[src/rtl/split_eval_sched.sv]
// split_eval_sched
//   Walks the bank of combinational split checkers one at a time through a
//   shared result mux. Each split stays selected for SETTLE cycles before its
//   x result is sampled. The block reports whether every split was satisfied
//   and, if not, the index of the first failing split.
//
// Ports
//   clk        in   rising-edge clock
//   rst_n      in   asynchronous active-low reset
//   start      in   request a scan (accepted only when idle)
//   abort      in   cancel a scan in progress
//   split_x    in   muxed x result of the currently selected split
//   split_sel  out  IDX_W  select for the split result mux
//   busy       out  high while a scan is in progress
//   done       out  one-cycle pulse when a scan completes (never on abort)
//   all_sat    out  1 = every split returned x=1 in the last completed scan
//   fail_idx   out  IDX_W  first split that returned x=0
//   fail_cnt   out  IDX_W+1  number of failing splits (full-scan build only)
//
// Build option
//   SPLIT_SCHED_FULLSCAN_EN : when defined, no early exit; every split is
//   scanned and the failures are counted on fail_cnt.

module split_eval_sched #(
  parameter int NUM_SPLITS = 8,
  parameter int IDX_W      = 3,
  parameter int SETTLE     = 2
) (
  input  logic             clk,
  input  logic             rst_n,
  input  logic             start,
  input  logic             abort,
  input  logic             split_x,
  output logic [IDX_W-1:0] split_sel,
  output logic             busy,
  output logic             done,
  output logic             all_sat,
  output logic [IDX_W-1:0] fail_idx
`ifdef SPLIT_SCHED_FULLSCAN_EN
  ,
  output logic [IDX_W:0]   fail_cnt
`endif
);

  // A SETTLE of 1 still needs a one-bit counter to keep the declaration legal.
  localparam int CNT_W = (SETTLE > 1) ? $clog2(SETTLE) : 1;
  localparam logic [CNT_W-1:0] WCNT_LAST = CNT_W'(SETTLE - 1);
  localparam logic [IDX_W-1:0] SEL_LAST  = IDX_W'(NUM_SPLITS - 1);

  typedef enum logic [1:0] {
    IDLE = 2'd0,
    WAIT = 2'd1,
    DONE = 2'd2
  } state_t;

  state_t           state, state_next;
  logic [CNT_W-1:0] wcnt, wcnt_next;
  logic [IDX_W-1:0] sel_next;
  logic             busy_next;
  logic             done_next;
  logic             all_sat_next;
  logic [IDX_W-1:0] fail_idx_next;

`ifdef SPLIT_SCHED_FULLSCAN_EN
  // first_fail holds the first failing index while the scan runs, so the
  // visible fail_idx keeps the previous result until this scan completes.
  logic [IDX_W-1:0] first_fail, first_fail_next, first_val;
  logic [IDX_W:0]   fail_cnt_next, cnt_new;
`endif

  always_ff @(posedge clk or negedge rst_n) begin
    if (!rst_n) begin
      state      <= IDLE;
      wcnt       <= '0;
      split_sel  <= '0;
      busy       <= 1'b0;
      done       <= 1'b0;
      all_sat    <= 1'b0;
      fail_idx   <= '0;
`ifdef SPLIT_SCHED_FULLSCAN_EN
      fail_cnt   <= '0;
      first_fail <= '0;
`endif
    end else begin
      state      <= state_next;
      wcnt       <= wcnt_next;
      split_sel  <= sel_next;
      busy       <= busy_next;
      done       <= done_next;
      all_sat    <= all_sat_next;
      fail_idx   <= fail_idx_next;
`ifdef SPLIT_SCHED_FULLSCAN_EN
      fail_cnt   <= fail_cnt_next;
      first_fail <= first_fail_next;
`endif
    end
  end

  always_comb begin
    state_next    = state;
    wcnt_next     = wcnt;
    sel_next      = split_sel;
    busy_next     = busy;
    done_next     = 1'b0;
    all_sat_next  = all_sat;
    fail_idx_next = fail_idx;
`ifdef SPLIT_SCHED_FULLSCAN_EN
    fail_cnt_next   = fail_cnt;
    first_fail_next = first_fail;
    cnt_new         = fail_cnt + {{IDX_W{1'b0}}, ~split_x};
    first_val       = (fail_cnt == '0 && !split_x) ? split_sel : first_fail;
`endif

    case (state)
      IDLE: begin
        if (start && !abort) begin
          state_next = WAIT;
          sel_next   = '0;
          wcnt_next  = '0;
          busy_next  = 1'b1;
`ifdef SPLIT_SCHED_FULLSCAN_EN
          fail_cnt_next   = '0;
          first_fail_next = '0;
`endif
        end
      end

      WAIT: begin
        if (abort) begin
          // Abort drops the previous verdict but keeps fail_idx as it was.
          state_next   = IDLE;
          busy_next    = 1'b0;
          all_sat_next = 1'b0;
          sel_next     = '0;
          wcnt_next    = '0;
        end else if (wcnt != WCNT_LAST) begin
          wcnt_next = wcnt + CNT_W'(1);
        end else begin
`ifdef SPLIT_SCHED_FULLSCAN_EN
          if (split_sel == SEL_LAST) begin
            state_next    = DONE;
            busy_next     = 1'b0;
            done_next     = 1'b1;
            fail_cnt_next = cnt_new;
            all_sat_next  = (cnt_new == '0);
            fail_idx_next = (cnt_new == '0) ? '0 : first_val;
          end else begin
            sel_next        = split_sel + IDX_W'(1);
            wcnt_next       = '0;
            fail_cnt_next   = cnt_new;
            first_fail_next = first_val;
          end
`else
          if (!split_x) begin
            // Early exit on the first failing split.
            state_next    = DONE;
            busy_next     = 1'b0;
            done_next     = 1'b1;
            all_sat_next  = 1'b0;
            fail_idx_next = split_sel;
          end else if (split_sel == SEL_LAST) begin
            state_next    = DONE;
            busy_next     = 1'b0;
            done_next     = 1'b1;
            all_sat_next  = 1'b1;
            fail_idx_next = '0;
          end else begin
            sel_next  = split_sel + IDX_W'(1);
            wcnt_next = '0;
          end
`endif
        end
      end

      DONE: begin
        state_next = IDLE;
        sel_next   = '0;
        wcnt_next  = '0;
      end

      default: begin
        state_next = IDLE;
        sel_next   = '0;
        wcnt_next  = '0;
        busy_next  = 1'b0;
      end
    endcase
  end

endmodule

[config.mk]
export PLATFORM = sky130hd
export DESIGN_NAME = split_eval_sched
export DESIGN_NICKNAME = d
export VERILOG_FILES = /design/src/rtl/split_eval_sched.sv
export SDC_FILE = /design/constraint.sdc
export NUM_CORES = 1
export LEC_CHECK = 0
export CAP_MARGIN = 10
export CORE_AREA = 4 4 41 43
export CTS_BUF_LIST = sky130_fd_sc_hd__clkbuf_4
export DETAILED_ROUTE_END_ITERATION = 6
export DIE_AREA = 0 0 45 47
export GPL_TIMING_DRIVEN = 0
export PLACE_DENSITY_LB_ADDON = 0.15
export SLEW_MARGIN = 20
export SYNTH_ARGS = -nofsm -noshare
export SYNTH_HDL_FRONTEND = slang
export SYNTH_SLANG_ARGS = --single-unit
[constraint.sdc]
create_clock -name clk -period 1.75 [get_ports clk]
set_input_delay 0.35 -clock clk [delete_from_list [all_inputs] [get_ports clk]]
set_output_delay 0.35 -clock clk [all_outputs]
set_load 0.1 [all_outputs]
==> results.py, run 1 <==
metrics = {
    "outcome": {
        "outcome": "complete, no violations",
    },
    "pwr": {
        "p_per_area_nw_per_um2": 847.9,
        "ir_worst_vdd_mv": 0.4902,
        "power.total_uw": 723.6,
        "leakage_uw": 0.0003793,
    },
    "timing": {
        "fmax_mhz": 600.5,
        "rsz0062_at_grt": "false",
        "setup_viol": 0,
        "slew_violations": 0,
        "fin_crit_ns": 1.665,
        "worstMarginPinSlew_ns": 0.5498,
        "fin_worst_skew_ns": 0.01145,
        "finalHoldViolations": 0,
        "relSlewSlack": 0.6352,
        "period_share": 0.9515,
    },
    "synthesis": {
        "ys_seq_area_frac": 0.4810,
        "synth_cell_types": 25,
        "yosysWarnings": 0,
        "syn_area_um2": 624.3,
        "syn_nets": 61,
        "syn_inst": 54,
        "syn_area_per_cell_um2": 11.56,
        "ys_seq_elements": 12,
    },
    "global_routing": {
        "grt_pass1_vias": 494,
        "grt_max_degree": 13,
        "antenna_found_initial": 0,
        "grt_pass1_wl_mm": 2.125,
        "busiest_layer": "met2",
        "overflow": 0,
        "grt_use_met1": 0.1882,
        "grtUsageMet3": 0.02682,
        "grt_use_met2": 0.2175,
        "grt_util_all_layers": 0.1407,
    },
    "detailed_routing": {
        "ant_nets": 0,
        "dr.first_iter.drc_count": 10,
        "vias": 455,
        "vias_per_cell": 5.291,
        "finalWirelength_mm": 1.198,
        "post-route-drc-count": 0,
        "dr.pass1.iters": 5,
        "wl_per_cell_um": 13.93,
    },
    "clock_tree": {
        "cts_resized": 27,
        "clk_latency_ns": 0.27,
        "cts_tree": "done",
        "cts_root_buf": "clkbuf_4",
        "cts_max_path_buffers": 2,
        "hold_buffers": 0,
        "path_clk_slew_ns": 0.08,
        "clkSinkCount": 12,
        "cts_buffers": 3,
        "htreeDepth": 1,
        "cts_setup_buffers": 0,
    },
    "final_layout": {
        "area_delta_synth_final_pct": 36.67,
        "final_nets": 79,
        "final_cell_mix": "dfrtp_1 (9), clkdlybuf4s15_2 (9), inv_1 (6)",
        "diodes": 0,
        "final_area_um2": 853.3,
        "layout-drive-gt1-share": 0.3803,
    },
    "flow_run": {
        "maxCapViolations": 0,
    },
    "place": {
        "port_buffers": 13,
        "placed_cell_area_um2": 799.5,
        "place_hpwl_um": 909.5,
        "place_congestion": 0.7930,
    },
    "floorplan": {
        "start_util": 0.4798,
        "die-height_um": 47,
        "fp.coreArea_um2": 1301,
        "num_io_pins": 14,
        "die_w_um": 45,
        "die_area_um2": 2115,
        "rows": 13,
    },
    "hold_path": {
        "hold_path_class": "in2async",
    },
    "setup_path": {
        "critical_path_class": "reg2reg",
        "worst_ep_required_time_ns": 1.91,
        "crit_path_start_kind": "flip-flop",
        "ff2ff_setup_slack_ns": 0.08,
        "crit_path_end_kind": "flip-flop",
        "worstPathArrival_ns": 1.83,
        "crit_fanout": 5,
    },
}
## layer usage
| layer | share of wire | routed length (um) |
|---|---|---|
| met1 | 0.47 | 564 |
| met2 | 0.45 | 537 |
| met3 | 0.059 | 71 |
| met4 | 0.021 | 25 |
| met5 | 0 | 0 |
## kinds of logic after synthesis
family                   synth area share
AND/OR/NAND/NOR                    0.1744
AO/OA/AOI/OAI                      0.1623
flip-flops                         0.4810
buffers and inverters             0.05410
multiplexers                      0.08817
adder cells (fa/ha/maj)           0.04007
## worst paths after layout
kind,startpoint,end,cells past startpoint
worst max-delay path,split_sel[0],state[0],5
worst min-delay path,rst_n,state[1],1
worst max register to register,split_sel[0],state[0],5
worst min register to register,fail_idx[1],fail_idx[1],1
max in group asynchronous,rst_n,split_sel[1],1
min in group clk,fail_idx[1],fail_idx[1],1
## cells in the mapped netlist, drive strengths merged
master    n  area (um2)
mux2i     1       10.01
o31ai     1       7.510
o21a      1       7.510
mux2      3       45.04
nor2      3       13.77
dfrtp    12       300.3
a32o      2       20.02
a31oi     2       12.51
o21ai     4       20.02
buf       1       11.26
and2      1       8.760
or3b      1       11.26
inv       6       22.52
nand3b    1       7.510
nor3      1       5.000
nor2b     1       6.260
nand2b    1       8.760
a21oi     2       10.01
o2bb2ai   1       8.760
and2b     2       15.01
ha        2       25.02
nand2     3       11.26
nand4     1       21.27
a2111oi   1       15.01
## state kept, by name, indices dropped and copies added, names as in the netlist
signal and count:
fail_idx 3, split_sel 3, state 2, all_sat 1
busy 1, done 1, wcnt 1
## where the power goes
part	internal [uW]	total [uW]	switching, uW	leakage, uW
combinational	64.8	207	142	0.000206
sequential	298	321	23.2	0.000155
clock	104	195	91.7	0.0000184
total	466	724	257	0.000379
## area by class of cell
cell class              count  area, um2
multi-input cells          35      320.3
flip-flops and latches     12      309.0
plain buffers               1      11.26
well taps                  15      18.77
fillers                   113      447.9
clock buffers               4      30.03
inverters                   6      22.52
repair buffers             13      141.4
## stage by stage
step,setup slack [ns],setup TNS [ns],hold slack [ns],util,instances
after floorplan,0.0009772,0,0.05441,-,54
after global placement,-0.1609,-0.8243,0.4977,0.6144,82
after detailed placement,-0.1680,-0.9005,0.5032,0.6144,82
after CTS,0.07365,0,0.4439,0.6462,86
after global routing,0.02154,0,0.4596,0.6558,86
final,0.08483,0,0.4203,0.6558,86
## critical path, stage by stage, from the launching register on
cell and delay [ns]:
dfrtp_4 0.51, ha_4 0.16, ha_1 0.20, nand2b_4 0.17
and2_4 0.18, a2111oi_4 0.32
No activity file was read; power rests on OpenSTA's default activity.
==> run 2, diff against run 1 <==
--- a/config.mk
+++ b/config.mk
@@ -12,5 +12,5 @@
 export DIE_AREA = 0 0 45 47
 export GPL_TIMING_DRIVEN = 0
-export PLACE_DENSITY_LB_ADDON = 0.15
+export PLACE_DENSITY = 0.77
 export SLEW_MARGIN = 20
 export SYNTH_ARGS = -nofsm -noshare
==> constraint.sdc (replaced) <==
create_clock -name clk -period 1.75 [get_ports clk]
set_input_delay 0.35 -clock clk [delete_from_list [all_inputs] [get_ports clk]]
set_output_delay 0.35 -clock clk [all_outputs]
set_load 0.01 [all_outputs]
==> results.py, run 2 (same netlist as run 1, synthesis figures left out) <==
metrics = {
    "flow_run": {
        "maxCapViolations": 0,
    },
    "clock_tree": {
        "cts_max_path_buffers": 2,
        "path_clk_slew_ns": 0.07,
        "cts_root_buf": "clkbuf_4",
        "clkSinkCount": 12,
        "clk_latency_ns": 0.27,
        "htreeDepth": 1,
        "cts_tree": "done",
        "hold_buffers": 0,
        "cts_buffers": 3,
    },
    "detailed_routing": {
        "post-route-drc-count": 0,
        "ant_nets": 0,
        "finalWirelength_mm": 1.244,
        "dr.pass1.iters": 4,
        "wl_per_cell_um": 14.64,
        "vias_per_cell": 5.565,
        "vias": 473,
        "dr.first_iter.drc_count": 8,
    },
    "final_layout": {
        "top_regs": "fail_idx (3), split_sel (3), state (2)",
        "final_area_um2": 800.8,
        "layout-drive-gt1-share": 0.1857,
        "final_common_cell": "clkdlybuf4s50_1",
        "area_delta_synth_final_pct": 28.26,
        "final_nets": 79,
        "final_cell_mix": "clkdlybuf4s50_1 (13), dfrtp_1 (12), inv_1 (6), o21ai_0 (4)",
        "fin_util": 0.6154,
        "diodes": 0,
        "fin_cells": 85,
    },
    "floorplan": {
        "die_w_um": 45,
        "die_area_um2": 2115,
        "rows": 13,
        "num_io_pins": 14,
        "die-height_um": 47,
        "start_util": 0.4798,
        "fp.coreArea_um2": 1301,
    },
    "global_routing": {
        "grt_pass1_vias": 458,
        "grt_util_all_layers": 0.1474,
        "grt_pass1_wl_mm": 2.159,
        "overflow": 0,
        "antenna_found_initial": 0,
        "grt_max_degree": 13,
    },
    "timing": {
        "period_share": 0.9200,
        "fin_crit_ns": 1.610,
        "setup_viol": 0,
        "rsz0062_at_grt": "false",
        "finalHoldViolations": 0,
        "fmax_mhz": 621.1,
        "worstMarginPinSlew_ns": 0.5481,
        "slew_violations": 0,
        "relSlewSlack": 0.6334,
        "fin_tns_setup_ns": 0,
        "fin_worst_skew_ns": 0.004751,
    },
    "pwr": {
        "leakage_uw": 0.0003773,
        "ir_worst_vdd_mv": 0.3887,
        "switching_share": 0.2763,
        "p_int_uw": 440.9,
        "switchingPower_uw": 168.3,
        "combPwrFrac": 0.204,
        "p_per_area_nw_per_um2": 760.9,
        "seqPwrFrac": 0.520,
        "power.total_uw": 609.3,
        "clkPwrFrac": 0.276,
    },
    "setup_path": {
        "ff2ff_path_depth": 5,
        "critPathLaunch": "split_sel[0]",
        "crit_path_start_kind": "flip-flop",
        "crit_path_end_kind": "flip-flop",
        "worst_ep_required_time_ns": 1.91,
        "critical_path_class": "reg2reg",
        "crit_fanout": 5,
        "r2r_start": "split_sel[0]",
        "worstPathArrival_ns": 1.77,
    },
    "place": {
        "placed_cell_area_um2": 773.2,
        "place_congestion": 0.7766,
        "place_inst": 82,
        "port_buffers": 13,
        "place_hpwl_um": 947.5,
    },
    "hold_path": {
        "hold_path_class": "in2async",
    },
    "outcome": {
        "outcome": "complete, no violations",
    },
}
## run 2: changes by cell type in the layout (fill, tap and decap cells not counted), sizes merged
cell           previous run  this run
clkdlybuf4s15             9         0
clkdlybuf4s50             4        13
clkbuf                    4         3
## run 2: path summary, 6_finish.rpt
path                               end  slack (ns)
setup / recovery              state[0]        0.14
hold / removal             fail_idx[0]        0.43
setup reg to reg              state[0]        0.14
hold reg to reg            fail_idx[0]        0.52
max in group asynchronous         busy        0.95
min in group clk           fail_idx[0]        0.52
## run 2: power groups by stage
stage | registers, uW | clock network (uW) | logic [uW]
global placement | 322 | 0 | 121
detailed placement | 323 | 0 | 123
global route | 321 | 185 | 134
finish | 317 | 168 | 124
floorplan | 325 | 0 | 66.4
CTS | 317 | 173 | 124
## run 2: stage by stage
stage | setup WS [ns] | hold slack, ns
2_1_floorplan | 0.1295 | 0.05441
3_3_place_gp | -0.01968 | 0.4968
3_5_place_dp | -0.03016 | 0.4970
4_1_cts | 0.05579 | 0.4514
5_1_grt | 0.07067 | 0.4668
6_report | 0.1400 | 0.4304
## run 2: final cells by class
type | count | area (um2)
fillers | 105 | 500.5
flip-flops and latches | 12 | 300.3
multi-input cells | 35 | 295.3
repair buffers | 13 | 130.1
clock buffers | 3 | 22.52
inverters | 6 | 22.52
well taps | 15 | 18.77
plain buffers | 1 | 11.26
## run 2: layer usage
layer,part of all wire,wire length (um),GRT usage
met5,0,0,0
met4,0.027,34,0.1053
met3,0.035,44,0.02299
met2,0.49,610,0.2203
met1,0.45,555,0.1943
## run 2: critical path, stage by stage, from the launching register on
cell and delay [ns]:
dfrtp_1 0.41, ha_1 0.21, ha_1 0.20, nand2b_4 0.17, and2_4 0.17, a2111oi_2 0.34
## run 2: timing repair
item	CTS	global route
buffers inserted	0	0
resized for setup	0	1
endpoints found under the setup margin	0	2
==> run 3, diff against run 2 <==
PLACE_DENSITY = 0.76   (was 0.77)
==> results.py, run 3 (same netlist as run 1, synthesis figures left out) <==
metrics = {
    "global_routing": {
        "grtUsageMet3": 0.03831,
        "grt_pass1_vias": 539,
        "grt_use_met1": 0.1792,
        "grt_use_met2": 0.2740,
        "grt_pass1_wl_mm": 2.380,
        "antenna_found_initial": 0,
        "busiest_layer": "met2",
        "overflow": 0,
        "grt_max_degree": 13,
        "grt_util_all_layers": 0.1584,
    },
    "clock_tree": {
        "cts_buffers": 3,
        "clk_latency_ns": 0.28,
        "cts_max_path_buffers": 2,
        "cts_root_buf": "clkbuf_4",
        "path_clk_slew_ns": 0.08,
        "cts_tree": "done",
        "htreeDepth": 1,
        "clkSinkCount": 12,
    },
    "final_layout": {
        "fillers": 123,
        "diodes": 0,
        "multi_input_area_um2": 295.3,
        "final_cell_mix": "clkdlybuf4s50_1 (13), dfrtp_1 (12), inv_1 (6), o21ai_0 (4)",
        "top_regs": "fail_idx (3), split_sel (3), state (2)",
        "final_nets": 79,
        "fin_cells": 86,
        "final_common_cell": "clkdlybuf4s50_1",
        "layout-drive-gt1-share": 0.1831,
        "area_delta_synth_final_pct": 28.86,
        "final-seq-area_um2": 300.3,
    },
    "timing": {
        "period_share": 0.9314,
        "fmax_mhz": 613.5,
        "hold_ws_ns": 0.4249,
        "rsz0062_at_grt": "false",
        "relSlewSlack": 0.6267,
        "fin_worst_skew_ns": 0.009639,
        "finalHoldViolations": 0,
        "worstMarginPinSlew_ns": 0.5583,
        "fin_crit_ns": 1.630,
        "setup_viol": 0,
        "slew_violations": 0,
    },
    "hold_path": {
        "hold_path_class": "in2async",
    },
    "floorplan": {
        "die_w_um": 45,
        "rows": 13,
        "die-height_um": 47,
        "num_io_pins": 14,
        "start_util": 0.4798,
        "fp.coreArea_um2": 1301,
        "die_area_um2": 2115,
    },
    "place": {
        "place_hpwl_um": 968.8,
        "port_buffers": 13,
        "place_congestion": 0.7287,
        "place_inst": 82,
    },
    "detailed_routing": {
        "dr.pass1.iters": 5,
        "post-route-drc-count": 0,
        "vias": 488,
        "finalWirelength_mm": 1.283,
        "vias_per_cell": 5.674,
        "wl_per_cell_um": 14.92,
        "ant_nets": 0,
        "dr.first_iter.drc_count": 4,
    },
    "setup_path": {
        "critical_path_class": "reg2reg",
        "crit_path_start_kind": "flip-flop",
        "crit_path_end_kind": "flip-flop",
        "crit_fanout": 5,
        "worst_ep_required_time_ns": 1.92,
        "worstPathArrival_ns": 1.80,
    },
    "flow_run": {
        "maxCapViolations": 0,
    },
    "pwr": {
        "p_per_area_nw_per_um2": 772.6,
        "leakage_uw": 0.0003789,
        "ir_worst_vdd_mv": 0.3565,
    },
    "outcome": {
        "outcome": "complete, no violations",
    },
}
## run 3: per-stage QoR
stage | power, uW | cell area (um2) | setup slack (ns) | TNS [ns] | util
floorplan | 391.3 | 624.3 | 0.1295 | 0 | -
global placement | 443.6 | 773.2 | -0.03050 | -0.08870 | 0.5942
detailed placement | 450.2 | 773.2 | -0.04903 | -0.1163 | 0.5942
CTS | 626.8 | 799.5 | 0.03915 | 0 | 0.6144
global route | 658.8 | 804.5 | 0.02688 | 0 | 0.6183
finish | 621.6 | 804.5 | 0.1200 | 0 | 0.6183
## run 3: layout make-up
type,count,area share
Buffer,1,0.01400
Clock buffer,3,0.02799
Clock inverter,1,0.004666
Sequential cell,12,0.3733
Tap cell,15,0.02333
Inverter,6,0.02799
Timing Repair Buffer,13,0.1617
Multi-Input combinational cell,35,0.3670
## run 3: layer usage
| metal | up-vias | wire length, um |
|---|---|---|
| li1 | 225 | - |
| met1 | 242 | 533 |
| met2 | 18 | 652 |
| met3 | 3 | 74 |
| met4 | 0 | 23 |
| met5 | - | 0 |
## run 3: path summary, 6_finish.rpt
check	endpoint	depth (start not counted)	startpoint	slack [ns]
setup reg to reg	state[0]	5	split_sel[0]	0.12
hold reg to reg	fail_idx[2]	1	fail_idx[2]	0.52
max in group asynchronous	done	1	rst_n	0.95
min in group clk	fail_idx[2]	1	fail_idx[2]	0.52
hold / removal	busy	1	rst_n	0.42
setup / recovery	state[0]	5	split_sel[0]	0.12
## run 3: power breakdown
part | total (uW) | internal (uW) | switching [uW]
Combinational | 125 | 65.3 | 59.8
Clock | 177 | 82.7 | 94.6
Sequential | 319 | 296 | 23.1
Total | 622 | 444 | 178
## run 3: timing repair
item / CTS / global route
buffers inserted: 0 / 0
resized for setup: 0 / 1
hold buffers: 0 / 0
endpoints found under the setup margin: 0 / 4
## run 3: critical path: stages (launching register included)
cell and delay [ns]:
dfrtp_1 0.42, ha_1 0.22, ha_1 0.19, nand2b_4 0.17, and2_4 0.17, a2111oi_2 0.34
